===== config.mk =====
export PLATFORM = sky130hd
export DESIGN_NAME = keypad_onehot_capture
export DESIGN_NICKNAME = d
export VERILOG_FILES = /design/src/rtl/keypad_onehot_capture.sv
export SDC_FILE = /design/constraint.sdc
export NUM_CORES = 1
export LEC_CHECK = 0
export ABC_AREA = 1
export CAP_MARGIN = 20
export CELL_PAD_IN_SITES_DETAIL_PLACEMENT = 1
export CELL_PAD_IN_SITES_GLOBAL_PLACEMENT = 1
export CORE_ASPECT_RATIO = 1.25
export CORE_MARGIN = 2
export CORE_UTILIZATION = 26
export CTS_BUF_LIST = sky130_fd_sc_hd__clkbuf_4 sky130_fd_sc_hd__clkbuf_8
export DETAILED_ROUTE_END_ITERATION = 10
export PLACE_DENSITY = 0.53
export SLEW_MARGIN = 40
export SYNTH_ARGS = -nofsm -noshare
export SYNTH_HDL_FRONTEND = slang
export SYNTH_SLANG_ARGS = --single-unit

===== constraint.sdc =====
create_clock -name clk -period 4.14 [get_ports clk]
set_input_delay 0.414 -clock clk [delete_from_list [all_inputs] [get_ports clk]]
set_output_delay 0.414 -clock clk [all_outputs]
set_load 0.03 [all_outputs]

===== src/rtl/keypad_onehot_capture.sv =====
// keypad_onehot_capture
//   Front end for the decimal encoder. Ten raw push-buttons (digit i on bit i)
//   are synchronised through two flops, debounced, and screened for multi-key
//   presses. The accepted digit is presented as a registered, strictly
//   one-hot code on X. X therefore never reaches the encoder as zero-hot or
//   multi-hot.
//
// Ports
//   clk        in   1   system clock, rising edge
//   rst_n      in   1   synchronous active-low reset
//   keys_raw   in  10   raw button levels, active-high, asynchronous to clk
//   X          out 10   registered one-hot code of the last accepted digit
//   key_valid  out  1   one-cycle pulse in the cycle X takes an accepted value
//   key_held   out  1   high while the accepted key is considered pressed
//   multi_key  out  1   one-cycle pulse on two or more keys while idle/debouncing
//
// Parameters
//   DB_CYCLES      consecutive identical samples needed to accept press/release (>= 2)
//   REPEAT_CYCLES  auto-repeat interval, only meaningful with AUTO_REPEAT_EN
//
// Build option
//   AUTO_REPEAT_EN  when defined, a held key re-pulses key_valid every
//                   REPEAT_CYCLES cycles. When not defined, no repeat logic is
//                   built and each press yields exactly one key_valid.
module keypad_onehot_capture #(
  parameter int DB_CYCLES     = 8,
  parameter int REPEAT_CYCLES = 32
) (
  input  logic       clk,
  input  logic       rst_n,
  input  logic [9:0] keys_raw,
  output logic [9:0] X,
  output logic       key_valid,
  output logic       key_held,
  output logic       multi_key
);

  localparam int CNT_MAX_C = (DB_CYCLES > REPEAT_CYCLES) ? DB_CYCLES : REPEAT_CYCLES;
  localparam int CNT_W     = $clog2(CNT_MAX_C) + 1;

  localparam logic [CNT_W-1:0] CNT_ZERO = {CNT_W{1'b0}};
  localparam logic [CNT_W-1:0] CNT_ONE  = {{(CNT_W-1){1'b0}}, 1'b1};
  localparam logic [CNT_W-1:0] CNT_SAT  = {CNT_W{1'b1}};
  localparam logic [CNT_W-1:0] DB_LAST  = CNT_W'(DB_CYCLES - 1);
`ifdef AUTO_REPEAT_EN
  localparam logic [CNT_W-1:0] REP_LAST = CNT_W'(REPEAT_CYCLES - 1);
`endif

  localparam logic [9:0] X_RESET = 10'b0000000001;

  typedef enum logic [1:0] {
    ST_IDLE     = 2'd0,
    ST_DEBOUNCE = 2'd1,
    ST_PRESSED  = 2'd2,
    ST_RELEASE  = 2'd3
  } state_t;

  // Number of set bits in a key vector.
  function automatic logic [3:0] ones_count(input logic [9:0] v);
    logic [3:0] n;
    n = 4'd0;
    for (int i = 0; i < 10; i++) begin
      n = n + {3'b000, v[i]};
    end
    return n;
  endfunction

  // Saturating increment: a counter parks at all-ones rather than wrapping.
  function automatic logic [CNT_W-1:0] sat_inc(input logic [CNT_W-1:0] c);
    logic [CNT_W-1:0] r;
    if (c == CNT_SAT) begin
      r = c;
    end else begin
      r = c + CNT_ONE;
    end
    return r;
  endfunction

  logic [9:0]       s1_r, s2_r;
  state_t           state_r, state_nxt_s;
  logic [9:0]       cand_r, cand_nxt_s;
  logic [CNT_W-1:0] cnt_r, cnt_nxt_s;
  logic [9:0]       x_r, x_nxt_s;
  logic             valid_r, valid_nxt_s;
  logic             held_r, held_nxt_s;
  logic             multi_r, multi_nxt_s;
`ifdef AUTO_REPEAT_EN
  logic [CNT_W-1:0] rep_r, rep_nxt_s;
`endif

  logic [3:0] pop_s;
  logic       is_zero_s, is_onehot_s, is_multi_s;

  assign pop_s       = ones_count(s2_r);
  assign is_zero_s   = (pop_s == 4'd0);
  assign is_onehot_s = (pop_s == 4'd1);
  assign is_multi_s  = (pop_s >= 4'd2);

  // Two-flop synchroniser for the asynchronous button levels.
  always_ff @(posedge clk) begin
    if (!rst_n) begin
      s1_r <= 10'b0000000000;
      s2_r <= 10'b0000000000;
    end else begin
      s1_r <= keys_raw;
      s2_r <= s1_r;
    end
  end

  // Next-state and next-output logic for the debounce / accept FSM.
  always_comb begin
    state_nxt_s = state_r;
    cand_nxt_s  = cand_r;
    cnt_nxt_s   = cnt_r;
    x_nxt_s     = x_r;
    held_nxt_s  = held_r;
    valid_nxt_s = 1'b0;
    multi_nxt_s = 1'b0;
`ifdef AUTO_REPEAT_EN
    // The repeat counter only survives a cycle spent in PRESSED on the same key.
    rep_nxt_s   = CNT_ZERO;
`endif

    case (state_r)
      ST_IDLE: begin
        cnt_nxt_s = CNT_ZERO;
        if (is_onehot_s) begin
          cand_nxt_s  = s2_r;
          cnt_nxt_s   = CNT_ONE;
          state_nxt_s = ST_DEBOUNCE;
        end else if (is_multi_s) begin
          multi_nxt_s = 1'b1;
        end else begin
          state_nxt_s = ST_IDLE;
        end
      end

      ST_DEBOUNCE: begin
        if (s2_r == cand_r) begin
          if (cnt_r >= DB_LAST) begin
            x_nxt_s     = cand_r;
            valid_nxt_s = 1'b1;
            held_nxt_s  = 1'b1;
            cnt_nxt_s   = CNT_ZERO;
            state_nxt_s = ST_PRESSED;
          end else begin
            cnt_nxt_s = sat_inc(cnt_r);
          end
        end else begin
          // Any disagreement aborts; the new sample is not used as a fresh start.
          cnt_nxt_s   = CNT_ZERO;
          multi_nxt_s = is_multi_s;
          state_nxt_s = ST_IDLE;
        end
      end

      ST_PRESSED: begin
        if (is_zero_s) begin
          cnt_nxt_s   = CNT_ONE;
          state_nxt_s = ST_RELEASE;
        end else begin
          // Roll-over is blocked: extra or different keys are ignored here.
          cnt_nxt_s = CNT_ZERO;
`ifdef AUTO_REPEAT_EN
          if (s2_r == x_r) begin
            if (rep_r >= REP_LAST) begin
              valid_nxt_s = 1'b1;
              rep_nxt_s   = CNT_ZERO;
            end else begin
              rep_nxt_s = sat_inc(rep_r);
            end
          end else begin
            rep_nxt_s = CNT_ZERO;
          end
`endif
        end
      end

      ST_RELEASE: begin
        if (is_zero_s) begin
          if (cnt_r >= DB_LAST) begin
            held_nxt_s  = 1'b0;
            cnt_nxt_s   = CNT_ZERO;
            state_nxt_s = ST_IDLE;
          end else begin
            cnt_nxt_s = sat_inc(cnt_r);
          end
        end else begin
          // Release glitch: the key is still down.
          cnt_nxt_s   = CNT_ZERO;
          state_nxt_s = ST_PRESSED;
        end
      end

      default: begin
        cnt_nxt_s   = CNT_ZERO;
        state_nxt_s = ST_IDLE;
      end
    endcase
  end

  // FSM state, counters and registered outputs.
  always_ff @(posedge clk) begin
    if (!rst_n) begin
      state_r <= ST_IDLE;
      cand_r  <= 10'b0000000000;
      cnt_r   <= CNT_ZERO;
      x_r     <= X_RESET;
      valid_r <= 1'b0;
      held_r  <= 1'b0;
      multi_r <= 1'b0;
`ifdef AUTO_REPEAT_EN
      rep_r   <= CNT_ZERO;
`endif
    end else begin
      state_r <= state_nxt_s;
      cand_r  <= cand_nxt_s;
      cnt_r   <= cnt_nxt_s;
      x_r     <= x_nxt_s;
      valid_r <= valid_nxt_s;
      held_r  <= held_nxt_s;
      multi_r <= multi_nxt_s;
`ifdef AUTO_REPEAT_EN
      rep_r   <= rep_nxt_s;
`endif
    end
  end

  assign X         = x_r;
  assign key_valid = valid_r;
  assign key_held  = held_r;
  assign multi_key = multi_r;

endmodule


Word-level counts from Yosys, hierarchy flattened
Index checks and enable logic that the tools add are counted.
{"block": "classes", "n_reduce_logical": 8, "n_addsub": 10, "magnitude_cmp": 2, "muxes": 25, "n_eq_ne": 14}
{"operator": "$add A4 B1 Y4", "n": 6}
{"operator": "$mux W6", "n": 4}
{"operator": "$pmux W6 S4", "n": 1}
{"operator": "$mux W2", "n": 7}
{"operator": "$eq A10 B10 Y1", "n": 1}
{"operator": "$mux W1", "n": 10}
{"operator": "$ne A2 B2 Y1 const B", "n": 5}
{"operator": "$ne A3 B3 Y1 const B", "n": 3}
{"operator": "$pmux W2 S4", "n": 1}
{"operator": "$add A6 B1 Y6 const B", "n": 1}
{"operator": "$eq A6 B6 Y1 const B", "n": 1}
{"operator": "$ge A6 B3 Y1 const B", "n": 1}
{"operator": "$reduce_and A3 Y1", "n": 2}
{"operator": "$reduce_and A5 Y1", "n": 1}
{"operator": "$add A3 B1 Y4", "n": 1}
{"operator": "$eq A2 B2 Y1 const B", "n": 2}
{"operator": "$eq A4 B1 Y1 const B", "n": 1}
{"operator": "$ge A4 B2 Y1 const B", "n": 1}
{"operator": "$logic_not A4 Y1", "n": 1}
{"operator": "$pmux W1 S2", "n": 2}
{"operator": "$reduce_and A4 Y1", "n": 1}
{"operator": "$add A2 B1 Y3", "n": 1}
{"operator": "$add A1 B1 Y2", "n": 1}
{"operator": "$eq A2 B1 Y1 const B", "n": 1}
{"operator": "other kinds (3)", "n": 3}
{"block": "word_totals", "output_inout_bits": 13, "input_bits": 12, "regBits": 51, "word_cells": 68}

Logic depth before layout (Yosys ltp)
Gate-level depths: netlist (run 1).
{"block": "logic_depth", "word_depth": 13, "mapped_depth": 17, "mapped_depth_nobuf": 17}

Least setup slack after synthesis (run 1)
Ideal clock, no wire load.
{"block": "synth_path", "kind": "register to register", "startpoint": "register s2_r[0]", "endpoint": "register cand_r[9]", "setup_slack_ns": 0.758, "n_path_buf": 1, "required_time_ns": 4.021, "path_stages_with_launch": 15, "arrival_time_ns": 3.262, "cell_sequence": "dfxtp_1 fa_1 fa_1 inv_1 fa_1 inv_1 ha_1 inv_1 fa_1 inv_1 nor2_1 nand4_1 buf_4 o21ai_0 a21oi_1"}
{"block": "synth_between", "elab_chain_len": 11}
{"item": "from (decl)", "line_no": "79", "text": "logic [9:0] s1_r, s2_r;"}
{"item": "from (signal assigned)", "line_no": "106", "text": "s2_r <= s1_r;"}
{"item": "$add A1 B1 Y2", "line_no": "63", "text": "n = n + {3'b000, v[i]};"}
{"item": "$add A2 B1 Y3", "line_no": "63"}
{"item": "$add A3 B1 Y4", "line_no": "63"}
{"item": "$add A4 B1 Y4 (6 in series)", "line_no": "63"}
{"item": "$eq A4 B1 Y1", "line_no": "96", "text": "assign is_onehot_s = (pop_s == 4'd1);"}
{"item": "$reduce_and A2 Y1 (no source line)"}
{"item": "to (signal assigned)", "line_no": "217", "text": "cand_r <= cand_nxt_s;"}
{"item": "to (decl)", "line_no": "81", "text": "logic [9:0] cand_r, cand_nxt_s;"}
Every way passes these cells.
A chain may end at the register's enable or synchronous reset.

Worst setup path in the final report (run 1)
{"block": "layout_path", "startpoint": "register s2_r[1]", "endpoint": "register cand_r[4]"}
Same word-level chain as after synthesis.

==> results.md, run 1 <==
* Static Leak at 1.28 nW
* Largest stage delay, worst path at 0.52 ns
* CTS resizes at 0
* Seq/Total Area, Yosys at 0.464
* Pin count of the biggest net entering global routing at 40
* Filler cells at 1,027
* Switch Pwr at 0.425 mW
* Initial antenna violation count at 0
* Reg power frac at 0.484
* Internal power at 0.784 mW
* Main combinational cell family by area after synthesis: simple AND/OR/NAND/NOR gates
* DP HPWL at 3500 um
* Crit start category: register
* Post-synthesis mux area share at 0.00455
* Combinational fraction of design power at 0.282
* Cell family with the largest share of critical-path delay: adder cells
* Die span in y at 107 um
* GR Overflow Total at 0
* Post-synth EDFFs at 0
* Tmin final at 3.69 ns
* Fmax at 271 MHz
* Most frequent cells in the layout: nand2_1 (63), inv_1 (54), dfxtp_1 (51), nor2_1 (29), clkdlybuf4s50_1 (24)
* Syn Inst Count at 280
* Synthesis-to-finish area growth at 19.4%
* Post-Route Setup TNS at 0 ns
* PortBufs at 24
* Detailed Routing Iterations Pass 1 at 4
* Ys Warns at 0
* DR iter-0 viols at 57
* IO Pins at 25
* Cells along the critical path: fa_1, fa_1, inv_1, fa_1, inv_1, ha_1, inv_1, fa_1, inv_1, nor2_1, nand4_1, inv_1, o21ai_0, a21oi_1
* Synth cell types at 32
* Average routed wire per standard cell at 11.7 um
* HP Class: reg2reg
* Share of cells above drive strength 1 at 0.0714
* Worst Path Buf+Inv at 5
* Fin nets at 329
* Mapped cell area at 2200 um2
* Hold_ws at 0.416 ns
* RD Place Congestion at 0.752
* Primary FF master, synth: dfxtp_1
* Clk sinks at 51
* Final hold violation count at 0
* Clock skew at 0.0136 ns
* Yosys top cell area share at 0.464
* DRT antenna net count at 0
* #FFs+latches synth at 51
* Clock insertion delay at the later pin of the skew report at 0.31 ns
* Commonest non-fill, non-tap cell in the layout: nand2_1
* Clk buf depth at 2
* First-pass GRT wire length at 8270 um
* Initial Utilization at 0.267
* Power, Total at 1.21 mW
* Simple-Gate Fraction of Synth Area at 0.244
* Pwr dens at 461 nW/um2
* Peak VDD IR at 0.145 mV
* Area of the core at 8240 um2
* ANT cells at 0
* TritonCTS clock tree: done
* Switching share of power at 0.352
* Post-Synth XOR/XNOR Area at 0.0239
* Post-synthesis compound-gate area fraction at 0.0774
* Routed WL at 4740 um
* Crit path DAT at 3.93 ns
* Dominant cells by area after synthesis: dfxtp_1 (46%), nand2_1 (11%), inv_1 (9.2%)
* CTS Hold Bufs at 0
* Pre-CTS setup slack at 0.440 ns
* Worst Path Max Fanout at 7
* Outcome: complete, no violations
* DRC violation count after routing at 0
* Fin crit share at 0.891
* Post-Synth Adder-Cell Area at 0.0717
* # rows at 37
* GRT Resource Usage Total at 0.115
* Vias in the first global route at 1,748
* Vias at 1,704
* Synth Area per Inst at 7.85 um2
* Post-route setup slack at 0.453 ns
* CTS clk-pin slew, worst paths at 0.09 ns
* CP dominant cell by count: inv_1
* WS Path Type: reg2reg
* Die span in x at 86.2 um
* Die Area at 9210 um2
* Post CTS Setup Buffer Count at 0
* Clock power frac at 0.234
* Synth async-reset ratio at 0
* Cell taking the most area after synthesis: dfxtp_1
* Total CTS buffers at 5
* CTS H-tree lvls at 2
* Fin. max-slew vios at 0
* Root buffer cell: clkbuf_8
* Finish-stage setup viols at 0
* Crit-path slowest cell: fa_1
* Required @ worst endpoint at 4.38 ns
* Via density at 4.21
* Max cap viols at 0
* RSZ-0062 raised after global routing: false
* Worst setup EP type: register
## cell type report
| class | count | area [um2] | share of cell area |
|---|---|---|---|
| flip-flops and latches | 51 | 1020 | 0.389 |
| multi-input cells | 168 | 935 | 0.356 |
| repair buffers | 26 | 255 | 0.0972 |
| inverters | 56 | 210 | 0.0801 |
| well taps | 97 | 121 | 0.0462 |
| clock buffers | 5 | 68.8 | 0.0262 |
| clock inverters | 2 | 13.8 | 0.00524 |
## state kept, by name, indices dropped and copies added (netlist names)
register / cells
s1_r: 10
multi_key: 1
key_valid: 1
state_r: 2
key_held: 1
cand_r: 10
X: 10
cnt_r: 6
s2_r: 10
## cell usage after synthesis, types with 3 or more instances
master	instances
nand2_1	63
inv_1	54
dfxtp_1	51
nor2_1	29
a21oi_1	11
o21ai_0	9
o21ai_1	9
fa_1	6
nand3_1	6
nand4_1	6
nor2_2	6
xnor2_1	6
ha_1	3
## cells by family (layout without fill, tap and decap cells)
logic type,count (synthesis),count (layout)
flops,51,51
fa+ha+maj,9,9
mux,1,1
compound gates,32,32
simple gates,118,118
buf+inv,62,89
other cells,1,2
xor+xnor,6,6
## tightest hold or removal path: stages (launching register included)
cell	delay [ns]
dfxtp_1	0.31
nand2_1	0.04
inv_1	0.04
## power by group through the flow
stage	Sequential [mW]	Clock (mW)	Combinational (mW)
after floorplan	0.609	0	0.228
after global placement	0.597	0	0.342
after detailed placement	0.597	0	0.348
after CTS	0.587	0.297	0.349
after global routing	0.596	0.317	0.390
final	0.585	0.282	0.341
## metrics by stage
stage           util  cell area [um2]  std cells
4_1_cts        0.319             2630        405
2_1_floorplan      -             2200        281
3_5_place_dp   0.309             2540        398
3_3_place_gp   0.309             2540        398
5_1_grt        0.319             2630        405
6_report       0.319             2630        405
## final timing paths
check              endpoint  slack, ns    start  cells after the start
setup / recovery  cand_r[4]       0.45  s2_r[1]                     14
hold / removal      s2_r[2]       0.42  s1_r[2]                      2
setup reg to reg  cand_r[4]       0.45  s2_r[1]                     14
hold reg to reg     s2_r[2]       0.42  s1_r[2]                      2
## per-layer routing
metal  wire length (um)  vias up  share of wire  GRT usage
met3                139        7          0.029     0.0231
met2               2200       22           0.46      0.188
met4                105        0          0.022     0.0502
met5                  0        -              0          0
li1                   -      894              -          -
met1               2290      781           0.48      0.146
No activity file was read; power rests on OpenSTA's default activity.
==> run 2: changes to the inputs <==
--- a/config.mk
+++ b/config.mk
@@ -15,7 +15,7 @@
 export CTS_BUF_LIST = sky130_fd_sc_hd__clkbuf_4 sky130_fd_sc_hd__clkbuf_8
 export DETAILED_ROUTE_END_ITERATION = 10
 export PLACE_DENSITY = 0.53
-export SLEW_MARGIN = 40
+export SLEW_MARGIN = 20
 export SYNTH_ARGS = -nofsm -noshare
 export SYNTH_HDL_FRONTEND = slang
 export SYNTH_SLANG_ARGS = --single-unit
==> results of run 2 <==
Final layout, timing and power as in run 1 (identical DEF).
